==> src/rtl/sevenseg_scan.sv <==
// sevenseg_scan
// Time-multiplexed seven-segment display driver. It captures an NDIG-digit
// packed nibble value into a pending buffer, then copies it to the display
// buffer only at a frame boundary, so a frame never shows a half-updated
// number. Each digit gets one slot of DIV cycles. The first GAP cycles of a
// slot keep every anode off to prevent ghosting.
//
// Ports:
//   clk        - single rising-edge clock
//   rst        - synchronous active-high reset
//   load       - capture value/dp_in into the pending buffer this cycle
//   value      - packed digits, digit i = value[4i+3:4i], digit 0 least significant
//   dp_in      - decimal point per digit
//   blank_lz   - leading-zero blanking enable, sampled live
//   seg        - segments {a,b,c,d,e,f,g}, registered, polarity per SEG_ACT_LOW
//   dp         - decimal point of the scanned digit, polarity per SEG_ACT_LOW
//   an         - per-digit anode enables, one-hot when active, polarity per AN_ACT_LOW
//   frame_done - one-cycle pulse on the last cycle of the last digit's slot
//   upd_ack    - one-cycle pulse when pending contents reach the display buffer
module sevenseg_scan #(
  parameter int NDIG        = 4,
  parameter int DIV         = 1000,
  parameter int GAP         = 2,
  parameter int HEX_EN      = 1,
  parameter int SEG_ACT_LOW = 0,
  parameter int AN_ACT_LOW  = 0
) (
  input  logic              clk,
  input  logic              rst,
  input  logic              load,
  input  logic [4*NDIG-1:0] value,
  input  logic [NDIG-1:0]   dp_in,
  input  logic              blank_lz,
  output logic [6:0]        seg,
  output logic              dp,
  output logic [NDIG-1:0]   an,
  output logic              frame_done,
  output logic              upd_ack
);

  localparam int CW = (DIV > 1) ? $clog2(DIV) : 1;
  localparam int IW = (NDIG > 1) ? $clog2(NDIG) : 1;
  localparam logic [CW-1:0] CNT_MAX = CW'(DIV - 1);
  localparam logic [CW-1:0] GAP_C   = CW'(GAP);
  localparam logic [IW-1:0] IDX_MAX = IW'(NDIG - 1);
  localparam logic SEG_INV = (SEG_ACT_LOW != 0);
  localparam logic AN_INV  = (AN_ACT_LOW != 0);
  localparam logic HEX_ON  = (HEX_EN != 0);

  logic [CW-1:0]     cnt;
  logic [IW-1:0]     idx;
  logic [4*NDIG-1:0] disp_val;
  logic [NDIG-1:0]   disp_dp;
  logic [4*NDIG-1:0] pend_val;
  logic [NDIG-1:0]   pend_dp;
  logic              pend_flag;

  logic              tick;
  logic              boundary;
  logic [NDIG-1:0]   blanked;
  logic              zero_run;
  logic [3:0]        cur_digit;
  logic              cur_dp;
  logic              cur_blank;
  logic              active;
  logic [6:0]        seg_next;
  logic              dp_next;
  logic [NDIG-1:0]   an_next;

  // Active-high glyph for one nibble; codes 10..15 go blank when hex is off.
  function automatic logic [6:0] glyph(input logic [3:0] d);
    logic [6:0] g;
    case (d)
      4'h0: g = 7'b1111110;
      4'h1: g = 7'b0110000;
      4'h2: g = 7'b1101101;
      4'h3: g = 7'b1111001;
      4'h4: g = 7'b0110011;
      4'h5: g = 7'b1011011;
      4'h6: g = 7'b1011111;
      4'h7: g = 7'b1110000;
      4'h8: g = 7'b1111111;
      4'h9: g = 7'b1111011;
      4'hA: g = 7'b1110111;
      4'hB: g = 7'b0011111;
      4'hC: g = 7'b1001110;
      4'hD: g = 7'b0111101;
      4'hE: g = 7'b1001111;
      4'hF: g = 7'b1000111;
      default: g = 7'b0000000;
    endcase
    if (!HEX_ON && d > 4'd9) g = 7'b0000000;
    return g;
  endfunction

  assign tick     = (cnt == CNT_MAX);
  assign boundary = tick && (idx == IDX_MAX);

  // Walk from the most significant digit down. A digit is blanked while it
  // and everything above it are zero. Digit 0 always shows.
  always_comb begin
    blanked  = '0;
    zero_run = 1'b1;
    for (int i = NDIG - 1; i >= 0; i--) begin
      zero_run = zero_run && (disp_val[4*i +: 4] == 4'd0);
      if (i > 0) blanked[i] = blank_lz && zero_run;
    end
  end

  // Pick the digit under the scan and build the next registered output
  // values. They are still active-high at this point.
  always_comb begin
    cur_digit = 4'd0;
    cur_dp    = 1'b0;
    cur_blank = 1'b0;
    for (int i = 0; i < NDIG; i++) begin
      if (idx == IW'(i)) begin
        cur_digit = disp_val[4*i +: 4];
        cur_dp    = disp_dp[i];
        cur_blank = blanked[i];
      end
    end
    active   = (cnt >= GAP_C) && !cur_blank;
    seg_next = active ? glyph(cur_digit) : 7'b0000000;
    dp_next  = active && cur_dp;
    an_next  = active ? (NDIG'(1) << idx) : '0;
  end

  // Prescaler, scan index, double buffer and registered pin outputs.
  // A load on the boundary cycle bypasses pending and goes straight to the
  // display buffer. Polarity inversion is the last step before the pins.
  always_ff @(posedge clk) begin
    if (rst) begin
      cnt        <= '0;
      idx        <= '0;
      disp_val   <= '0;
      disp_dp    <= '0;
      pend_val   <= '0;
      pend_dp    <= '0;
      pend_flag  <= 1'b0;
      seg        <= {7{SEG_INV}};
      dp         <= SEG_INV;
      an         <= {NDIG{AN_INV}};
      frame_done <= 1'b0;
      upd_ack    <= 1'b0;
    end else begin
      cnt <= tick ? '0 : cnt + 1'b1;
      if (tick) idx <= (idx == IDX_MAX) ? '0 : idx + 1'b1;

      if (boundary && load) begin
        pend_val  <= value;
        pend_dp   <= dp_in;
        disp_val  <= value;
        disp_dp   <= dp_in;
        pend_flag <= 1'b0;
      end else if (boundary && pend_flag) begin
        disp_val  <= pend_val;
        disp_dp   <= pend_dp;
        pend_flag <= 1'b0;
      end else if (load) begin
        pend_val  <= value;
        pend_dp   <= dp_in;
        pend_flag <= 1'b1;
      end

      seg        <= seg_next ^ {7{SEG_INV}};
      dp         <= dp_next ^ SEG_INV;
      an         <= an_next ^ {NDIG{AN_INV}};
      frame_done <= boundary;
      upd_ack    <= boundary && (load || pend_flag);
    end
  end

endmodule

==> config.mk <==
export PLATFORM = sky130hd
export DESIGN_NAME = sevenseg_scan
export DESIGN_NICKNAME = d
export VERILOG_FILES = /design/src/rtl/sevenseg_scan.sv
export SDC_FILE = /design/constraint.sdc
export NUM_CORES = 1
export LEC_CHECK = 0
export ABC_CLOCK_PERIOD_IN_PS = 2510
export BUFFER_PORTS_ARGS = -buffer_cell sky130_fd_sc_hd__clkbuf_2
export CAP_MARGIN = 30
export CORE_UTILIZATION = 40
export DETAILED_ROUTE_END_ITERATION = 10
export RECOVER_POWER = 50
export SYNTH_ARGS = -nofsm -noshare
export SYNTH_HDL_FRONTEND = slang
export SYNTH_SLANG_ARGS = --single-unit
==> constraint.sdc <==
create_clock -name clk -period 2.51 [get_ports clk]
set_clock_uncertainty 0.15 [all_clocks]
set_input_delay 0 -clock clk [delete_from_list [all_inputs] [get_ports clk]]
set_output_delay 0 -clock clk [all_outputs]
set_load 0.01 [all_outputs]
==> impl_metrics.yaml, run 1 <==
global_route:
  grt_pass1_vias: 2324
  grt_pass1_wl_mm: 10.4
  grt_max_degree: 31
  antenna_found_initial: 0
  grt_usage_pct: 17.7
  overflow: 0
routing:
  drt-total-wl_mm: 6.28
  remaining_drc_errors: 0
  dr.pass1.iters: 5
  via_count: 2471
  drt.antenna.violating_nets: 0
  wl_per_cell_um: 13.0
  viasPerCell: 5.09
  drt_iter0_markers: 104
critical_path:
  critPathMaxFanout: 7
  cp.required_ps: 2620
  cp_data_arrival_time_ps: 2460
  setup.worst_path.end_class: "flop"
  worst_setup_path_start_kind: "flop"
  criticalPathCategory: "flop to flop"
floorplan:
  dieArea_um2: 7740
  die_h_um: 88.0
  die_w_um: 88.0
  io_pins: 38
  rows: 30
  coreArea_um2: 6980
  start_util_pct: 42.3
logic_synthesis:
  ys_ff_latch: 67
  syn_area_um2: 2960
  syn-num-nets: 356
  ys.warnings.count: 0
  netlist_instances: 319
  async_flop_share_pct: 0
  synthFlopType: "dfxtp_1"
  synth_cell_types: 42
  syn_avg_cell_area_um2: 9.26
  yosysSeqAreaShare_pct: 45.4
  synth_enable_flop_cells: 0
cells_and_area:
  fillers: 684
  fin_cells: 485
  fin_nets: 421
  drive_above_1_share_pct: 17.7
  antenna-diode-count: 0
  area_growth_pct: 25.8
outcome:
  outcome: "complete, no violations"
placed_design:
  portBuffers: 37
  place_inst: 443
  routabilityCongestion: 0.815
  dp_slack_ps: 36.1
  post-dp-hpwl_mm: 4.34
clock_network:
  cts_tree: "built"
  htree_levels: 3
  clk_pin_slew_worst_paths_ps: 70
  cts-root-buf: "clkbuf_8"
  cts_num_sinks: 67
  cts_buffer_depth: 2
  cts-buffers-inserted: 9
  clkLatencyLatePin_ps: 340
job:
  max_cap_viol_count: 0
sta:
  fmax_mhz: 426
  fin_tns_setup_ps: 0
  slew_headroom_pct: 35.4
  rsz0062_at_grt: "no"
  fin_crit_ps: 2350
  setup_ws_ps: 160
  tightest_slew_ps: 964
  report.final.hold_viol_count: 0
  report.final.slew_viol_count: 0
  finalSetupViolCount: 0
  finalCritPeriodShare_pct: 93.6
power_and_ir_drop:
  peakVddDrop_mv: 0.283
  power_density_nw_per_um2: 610
  power.leakage_uw: 0.00148
hold_path:
  worst_hold_path_type: "input pin to flop"
[worst max-delay path, stage by stage, from the launching register on]
cell     delay, ps
dfxtp_2        360
inv_1          130
ha_1           240
nand2_1         70
o21ai_0        160
a22o_1         250
inv_1          120
ha_1           200
or3b_2         460
a21oi_1        140
[cells in the final DEF (no fill, tap or decap), types with 2 or more instances in the layout]
cell and count:
clkinvlp_4 3, clkbuf_2 24, buf_4 7, a211oi_2 11
ha_1 11, inv_1 10, or3b_2 2, o21ai_0 7
dlygate4sd3_1 26, clkbuf_1 16, ha_2 2, clkinv_2 2
nor3_1 9, a221oi_1 3, mux2i_1 21, nor2_1 60
nand3_1 9, dfxtp_2 2, clkbuf_8 9, a21oi_1 14
a211oi_1 13, nand2_1 10, o22ai_1 14, nand3b_1 2
xor2_1 5, a211o_1 2, bufinv_16 2, nor2b_1 2
nor4_1 6, o211ai_1 2, dfxtp_1 65
[layout make-up]
type	count	area, µm²	area share [%]
Clock buffer	9	124	3.33
Clock inverter	7	92.6	2.49
Inverter	10	37.5	1.01
Multi-Input combinational cell	222	1490	40.0
Sequential cell	67	1340	36.1
Tap cell	96	120	3.23
Timing Repair Buffer	74	513	13.8
[cell usage after synthesis, drive strengths merged, types with 2 or more instances]
master	n	area, µm²
o211ai	2	15.0
nor4	6	37.5
xor2	5	43.8
a211o	2	17.5
nand2	10	37.5
nor2	60	225
dfxtp	67	1340
nand3b	2	15.0
nor2b	2	12.5
a221oi	3	26.3
a21oi	14	70.1
clkbuf	10	37.5
and3	2	13.8
inv	10	37.5
ha	13	163
o21ai	7	35.0
mux2i	21	210
o22ai	14	87.6
nor3	10	61.3
buf	10	62.6
a211oi	24	235
or3	2	13.8
nand3	9	45.0
or3b	2	17.5
[power breakdown]
group | total, µW | switching (µW) | internal (µW)
logic | 185 | 97.7 | 87.7
registers | 1120 | 16.6 | 1100
clock network | 966 | 411 | 555
total | 2270 | 525 | 1740
[final timing paths]
check / from / endpoint / slack, ps / cells past startpoint
hold / removal: load / pend_val[6] / 100 / 4
hold reg to reg: cnt[0] / cnt[0] / 330 / 1
setup / recovery: idx[0] / seg[6] / 160 / 9
setup reg to reg: idx[0] / seg[6] / 160 / 9
[logic make-up (layout without fill, tap and decap cells)]
kind of cell    count (synthesis)  count (layout)  share of synthesized area [%]
compound gates                 71              71                           17.9
xor+xnor                        6               6                           1.78
fa+ha+maj                      13              13                           5.50
buf+inv                        30             100                           4.66
flops                          67              67                           45.4
mux                            21              21                           7.11
simple gates                  111             111                           17.7
[repair_timing]
| action | CTS | global route |
|---|---|---|
| endpoints found under the hold margin | 42 | 0 |
| buffers inserted | 0 | 0 |
| setup endpoints to repair | 0 | 5 |
| resized for setup | 0 | 4 |
| hold buffers | 26 | 0 |
[stage by stage]
stage	hold WS (ps)	utilization (%)	total power, µW	instance area (µm²)
2_1_floorplan	-2.79	-	1240	2960
3_5_place_dp	111	46.7	1300	3260
6_report	104	53.2	2270	3720
3_3_place_gp	104	46.7	1300	3260
4_1_cts	79.4	53.5	2310	3740
5_1_grt	125	53.2	2370	3720
[metal layers]
metal  vias up  share of wire, %  track usage [%]
li1       1272                 -                -
met1      1148                48             21.0
met2        42                47             29.8
met3         9               3.5             5.18
met4         0               1.6             7.30
met5         -                 0                0
[sequential cells by signal, indices dropped and copies added, names as in the netlist, 2 cells and up]
| name | cells |
|---|---|
| an | 4 |
| cnt | 10 |
| disp_dp | 4 |
| disp_val | 16 |
| idx | 2 |
| pend_dp | 4 |
| pend_val | 16 |
| seg | 7 |
No activity file was read; power rests on OpenSTA's default activity.
==> run 2, diff against run 1 <==
--- a/config.mk
+++ b/config.mk
@@ -9,8 +9,8 @@
 export BUFFER_PORTS_ARGS = -buffer_cell sky130_fd_sc_hd__clkbuf_2
 export CAP_MARGIN = 30
 export CORE_UTILIZATION = 40
+export CTS_CLUSTER_DIAMETER = 30
 export DETAILED_ROUTE_END_ITERATION = 10
-export RECOVER_POWER = 50
 export SYNTH_ARGS = -nofsm -noshare
 export SYNTH_HDL_FRONTEND = slang
 export SYNTH_SLANG_ARGS = --single-unit
==> run 2 against run 1 <==
Count of clock-buffer cells in the layout is the same. Non-clock buffer count did not move. Power grew 0.19%. Sequential share of layout area shrank 0.27 points.
==> impl_metrics.yaml, run 2 (synthesis results as in run 1) <==
critical_path:
  crit_end: "seg[6]"
  cp_data_arrival_time_ps: 2460
  setup.worst_path.end_class: "flop"
  r2r_start: "idx[0]"
  worstSetupStartpoint: "idx[0]"
  critPathMaxFanout: 7
  criticalPathCategory: "flop to flop"
  r2r_slack_ps: 160
  worst_setup_path_start_kind: "flop"
  reg2reg_to: "seg[6]"
  worstRegToRegCells: 9
  cp.required_ps: 2620
hold_path:
  worst_hold_path_type: "input pin to flop"
routing:
  drt.antenna.violating_nets: 0
  drt-total-wl_mm: 6.28
  viasPerCell: 5.06
  drt_iter0_markers: 100
  remaining_drc_errors: 0
  dr.pass1.iters: 4
  wl_per_cell_um: 12.9
  via_count: 2453
clock_network:
  clkLatencyLatePin_ps: 340
  htree_levels: 3
  cts-buffers-inserted: 9
  clk_pin_slew_worst_paths_ps: 70
  post_cts_buffers: 0
  cts-root-buf: "clkbuf_8"
  cts_buffer_depth: 2
  cts_tree: "built"
  cts_num_sinks: 67
sta:
  report.final.hold_viol_count: 0
  finalSetupViolCount: 0
  fin_tns_setup_ps: 0
  report.final.slew_viol_count: 0
  tightest_slew_ps: 956
  rsz0062_at_grt: "no"
  fmax_mhz: 425
  finalCritPeriodShare_pct: 93.7
  slew_headroom_pct: 36.0
  setup_ws_ps: 159
  fin_crit_ps: 2350
  holdWs_ps: 106
global_route:
  overflow: 0
  antenna_found_initial: 0
  grt_pass1_wl_mm: 10.4
  grt_usage_pct: 17.7
  grt_max_degree: 31
  grt_pass1_vias: 2324
cells_and_area:
  top_regs: "disp_val: 16 flops, pend_val: 16 flops, cnt: 10 flops"
  fin_nets: 421
  final_common_cell: "dfxtp_1"
  antenna-diode-count: 0
  mostFrequentLayoutCells: "dfxtp_1, nor2_1, clkbuf_2, dlygate4sd3_1, mux2i_1"
  fillers: 677
  drive_above_1_share_pct: 21.9
  area_growth_pct: 26.7
  final_core_util_pct: 53.6
placed_design:
  portBuffers: 37
  routabilityCongestion: 0.815
  dp_slack_ps: 36.1
  post-dp-hpwl_mm: 4.34
floorplan:
  die_w_um: 88.0
  die_h_um: 88.0
  start_util_pct: 42.3
  rows: 30
  dieArea_um2: 7740
  coreArea_um2: 6980
  io_pins: 38
power_and_ir_drop:
  power_density_nw_per_um2: 607
  total_power_uw: 2270
  peakVddDrop_mv: 0.283
  power.leakage_uw: 0.00153
job:
  max_cap_viol_count: 0
outcome:
  outcome: "complete, no violations"
-- run 2: layer usage --
layer,track usage (%),up-vias,part of all wire [%]
met5,0,-,0
met4,7.30,0,1.6
met3,5.18,9,3.1
met2,29.8,33,47
met1,21.0,1140,48
li1,-,1271,-
-- run 2: layout make-up --
cell class	count	area, µm²	area share, %
multi-input cells	222	1490	39.7
flip-flops and latches	67	1340	35.9
repair buffers	74	541	14.4
clock buffers	9	124	3.31
well taps	96	120	3.21
clock inverters	7	92.6	2.47
inverters	10	37.5	1.00
-- run 2: where the power goes --
part	internal (µW)	switching, µW	leakage (µW)
registers	1100	16.8	0.000547
clock network	555	411	0.000101
logic	91.8	97.8	0.000885
-- run 2: critical path, stage by stage (launching register included) --
cell	delay [ps]
dfxtp_2	360
inv_1	130
ha_1	240
nand2_1	70
o21ai_0	160
a22o_1	250
inv_1	120
ha_1	200
or3b_2	460
a21oi_1	140
-- run 2: timing repair --
item,in CTS,in global routing
hold buffers,26,0
endpoints found under the setup margin,0,5
endpoints found under the hold margin,42,0
gates resized for setup,0,4
-- run 2: per-stage QoR --
stage | std cells | area, µm²
final | 485 | 3740
after global placement | 443 | 3260
after detailed placement | 443 | 3260
after floorplan | 319 | 2960
after global routing | 485 | 3740
after CTS | 485 | 3740
-- run 2: worst min-delay path by stage --
stage / to / slack (ps) / startpoint / cells after the start
after floorplan: pend_dp[0] / -3 / dp_in[0] / 2
after global placement: pend_val[12] / 100 / value[12] / 3
after detailed placement: pend_val[6] / 110 / value[6] / 3
after CTS: pend_val[6] / 80 / load / 4
after global routing: pend_val[8] / 130 / load / 4
final: pend_val[6] / 110 / load / 4
==> run 3, diff against run 2 <==
--- a/config.mk
+++ b/config.mk
@@ -6,11 +6,12 @@
 export NUM_CORES = 1
 export LEC_CHECK = 0
 export ABC_CLOCK_PERIOD_IN_PS = 2510
-export BUFFER_PORTS_ARGS = -buffer_cell sky130_fd_sc_hd__clkbuf_2
+export BUFFER_PORTS_ARGS = -buffer_cell sky130_fd_sc_hd__buf_2
 export CAP_MARGIN = 30
 export CORE_UTILIZATION = 40
 export CTS_CLUSTER_DIAMETER = 30
 export DETAILED_ROUTE_END_ITERATION = 10
+export SLEW_MARGIN = 5
 export SYNTH_ARGS = -nofsm -noshare
 export SYNTH_HDL_FRONTEND = slang
 export SYNTH_SLANG_ARGS = --single-unit
==> run 3 against run 2 <==
Sequential share of layout area up 0.45 points. Worst setup slack improved by 47 ps. Hold slack improved by 3.6 ps. Final area shrank 1.2%. First-iteration DRC count shrank 10%. Utilization fell by 0.66 points. Power is 7.0% lower.
==> impl_metrics.yaml, run 3 (synthesis results as in run 1) <==
outcome:
  outcome: "complete, no violations"
global_route:
  overflow: 0
  grt_usage_pct: 17.6
  grt_max_degree: 33
  grt_pass1_wl_mm: 10.4
  antenna_found_initial: 0
  grt_pass1_vias: 2383
sta:
  rsz0062_at_grt: "no"
  fin_tns_setup_ps: 0
  report.final.slew_viol_count: 0
  slew_headroom_pct: 33.0
  finalCritPeriodShare_pct: 91.8
  fmax_mhz: 434
  fin_crit_ps: 2300
  tightest_slew_ps: 1000
  report.final.hold_viol_count: 0
  finalSetupViolCount: 0
critical_path:
  crit_chain: "inv_1, ha_2, or3b_2, o211a_1, nand2_1, or3b_2, a21oi_1"
  worstSetupStartpoint: "idx[0]"
  critPathBufInv: 1
  path_common_cell: "or3b_2"
  criticalPathCategory: "flop to flop"
  worst_setup_path_start_kind: "flop"
  cp.required_ps: 2620
  cp_slowest_stage_delay_ps: 480
  setup.worst_path.end_class: "flop"
  r2r_slack_ps: 210
  r2r_start: "idx[0]"
  crit_family: "simple AND/OR/NAND/NOR gates"
  worstRegToRegCells: 7
  critPathMaxFanout: 11
  reg2reg_to: "seg[6]"
  crit_end: "seg[6]"
  cp_data_arrival_time_ps: 2420
  critPathSlowestCell: "or3b_2"
  worstSetupPathDepth: 7
clock_network:
  clk_pin_slew_worst_paths_ps: 70
  cts_tree: "built"
  cts-root-buf: "clkbuf_8"
  htree_levels: 3
  clkLatencyLatePin_ps: 350
  cts-buffers-inserted: 9
  post_cts_buffers: 0
  cts_buffer_depth: 2
  cts_num_sinks: 67
floorplan:
  io_pins: 38
  die_h_um: 88.0
  rows: 30
  die_w_um: 88.0
  coreArea_um2: 6980
  dieArea_um2: 7740
  start_util_pct: 42.3
routing:
  drt_iter0_markers: 90
  drt.antenna.violating_nets: 0
  via_count: 2448
  dr.pass1.iters: 4
  viasPerCell: 5.06
  wl_per_cell_um: 13.0
  remaining_drc_errors: 0
  drt-total-wl_mm: 6.30
power_and_ir_drop:
  swShare_pct: 24.4
  p_comb_share_pct: 8.9
  p_sw_uw: 516
  power.leakage_uw: 0.00153
  total_power_uw: 2110
  peakVddDrop_mv: 0.348
  clkPwrFrac_pct: 38.3
  p_int_uw: 1600
  seq_power_share_pct: 52.8
  power_density_nw_per_um2: 571
job:
  max_cap_viol_count: 0
placed_design:
  portBuffers: 37
  post-dp-hpwl_mm: 4.31
  place_inst: 443
  routabilityCongestion: 0.814
hold_path:
  worst_hold_path_type: "input pin to flop"
  min_delay_path_depth: 4
cells_and_area:
  antenna-diode-count: 0
  fin_cells: 484
  final_core_util_pct: 53.0
  top_regs: "disp_val: 16 flops, pend_val: 16 flops, cnt: 10 flops"
  drive_above_1_share_pct: 22.2
  final_common_cell: "dfxtp_1"
  area_growth_pct: 25.1
  fillers: 685
  mostFrequentLayoutCells: "dfxtp_1, nor2_1, buf_2, dlygate4sd3_1, mux2i_1"
  fin_nets: 420
-- run 3: cell types whose count changed in the layout (fill, tap and decap cells not counted), sizes merged --
cell | previous run | this run
dlygate4sd3 | 26 | 25
clkbuf | 46 | 11
buf | 11 | 48
clkinv | 2 | 4
clkinvlp | 3 | 1
bufinv | 2 | 0
-- run 3: power groups by stage --
stage | Combinational (µW) | Sequential, µW | Clock (µW)
3_5_place_dp | 160 | 1140 | 0
4_1_cts | 191 | 1120 | 832
6_report | 188 | 1120 | 809
5_1_grt | 207 | 1120 | 871
2_1_floorplan | 95.7 | 1150 | 0
3_3_place_gp | 158 | 1140 | 0
-- run 3: worst register-to-register path: stages (launching register included) --
cell     delay (ps)
dfxtp_2         360
inv_1           130
ha_2            310
or3b_2          480
o211a_1         140
nand2_1          80
or3b_2          440
a21oi_1         140
-- run 3: worst min path at each step --
stage	start	endpoint	slack, ps
after floorplan	dp_in[0]	pend_dp[0]	-3
after global placement	value[6]	pend_val[6]	100
after detailed placement	value[8]	pend_val[8]	110
after CTS	load	pend_val[13]	100
after global routing	load	pend_val[7]	130
final	load	pend_val[1]	110
-- run 3: stage by stage --
| step | hold WS [ps] | cell area, µm² | worst slack [ps] |
|---|---|---|---|
| after global placement | 100 | 3260 | 125 |
| after detailed placement | 108 | 3260 | 57.4 |
| final | 109 | 3700 | 206 |
| after global routing | 132 | 3700 | 59.6 |
| after CTS | 99.8 | 3690 | 34.6 |
| after floorplan | -2.79 | 2960 | 44.6 |
-- run 3: layout make-up --
type | instances | area (µm²) | share of cell area [%]
inverters | 10 | 37.5 | 1.01
well taps | 96 | 120 | 3.25
repair buffers | 73 | 531 | 14.3
multi-input cells | 222 | 1490 | 40.2
clock buffers | 11 | 151 | 4.09
clock inverters | 5 | 27.5 | 0.744
flip-flops and latches | 67 | 1340 | 36.3
-- run 3: what timing repair did --
action | 4_1_cts | 5_1_grt
resized for setup | 0 | 5
setup endpoints to repair | 0 | 6
endpoints found under the hold margin | 47 | 0
hold buffers | 25 | 0
-- run 3: metal layers --
metal	share of wire, %	GRT usage, %	vias up
met3	3.0	4.15	14
met5	0	0	-
met2	47	29.7	46
met1	48	20.8	1126
met4	2.2	9.39	0
li1	-	-	1262
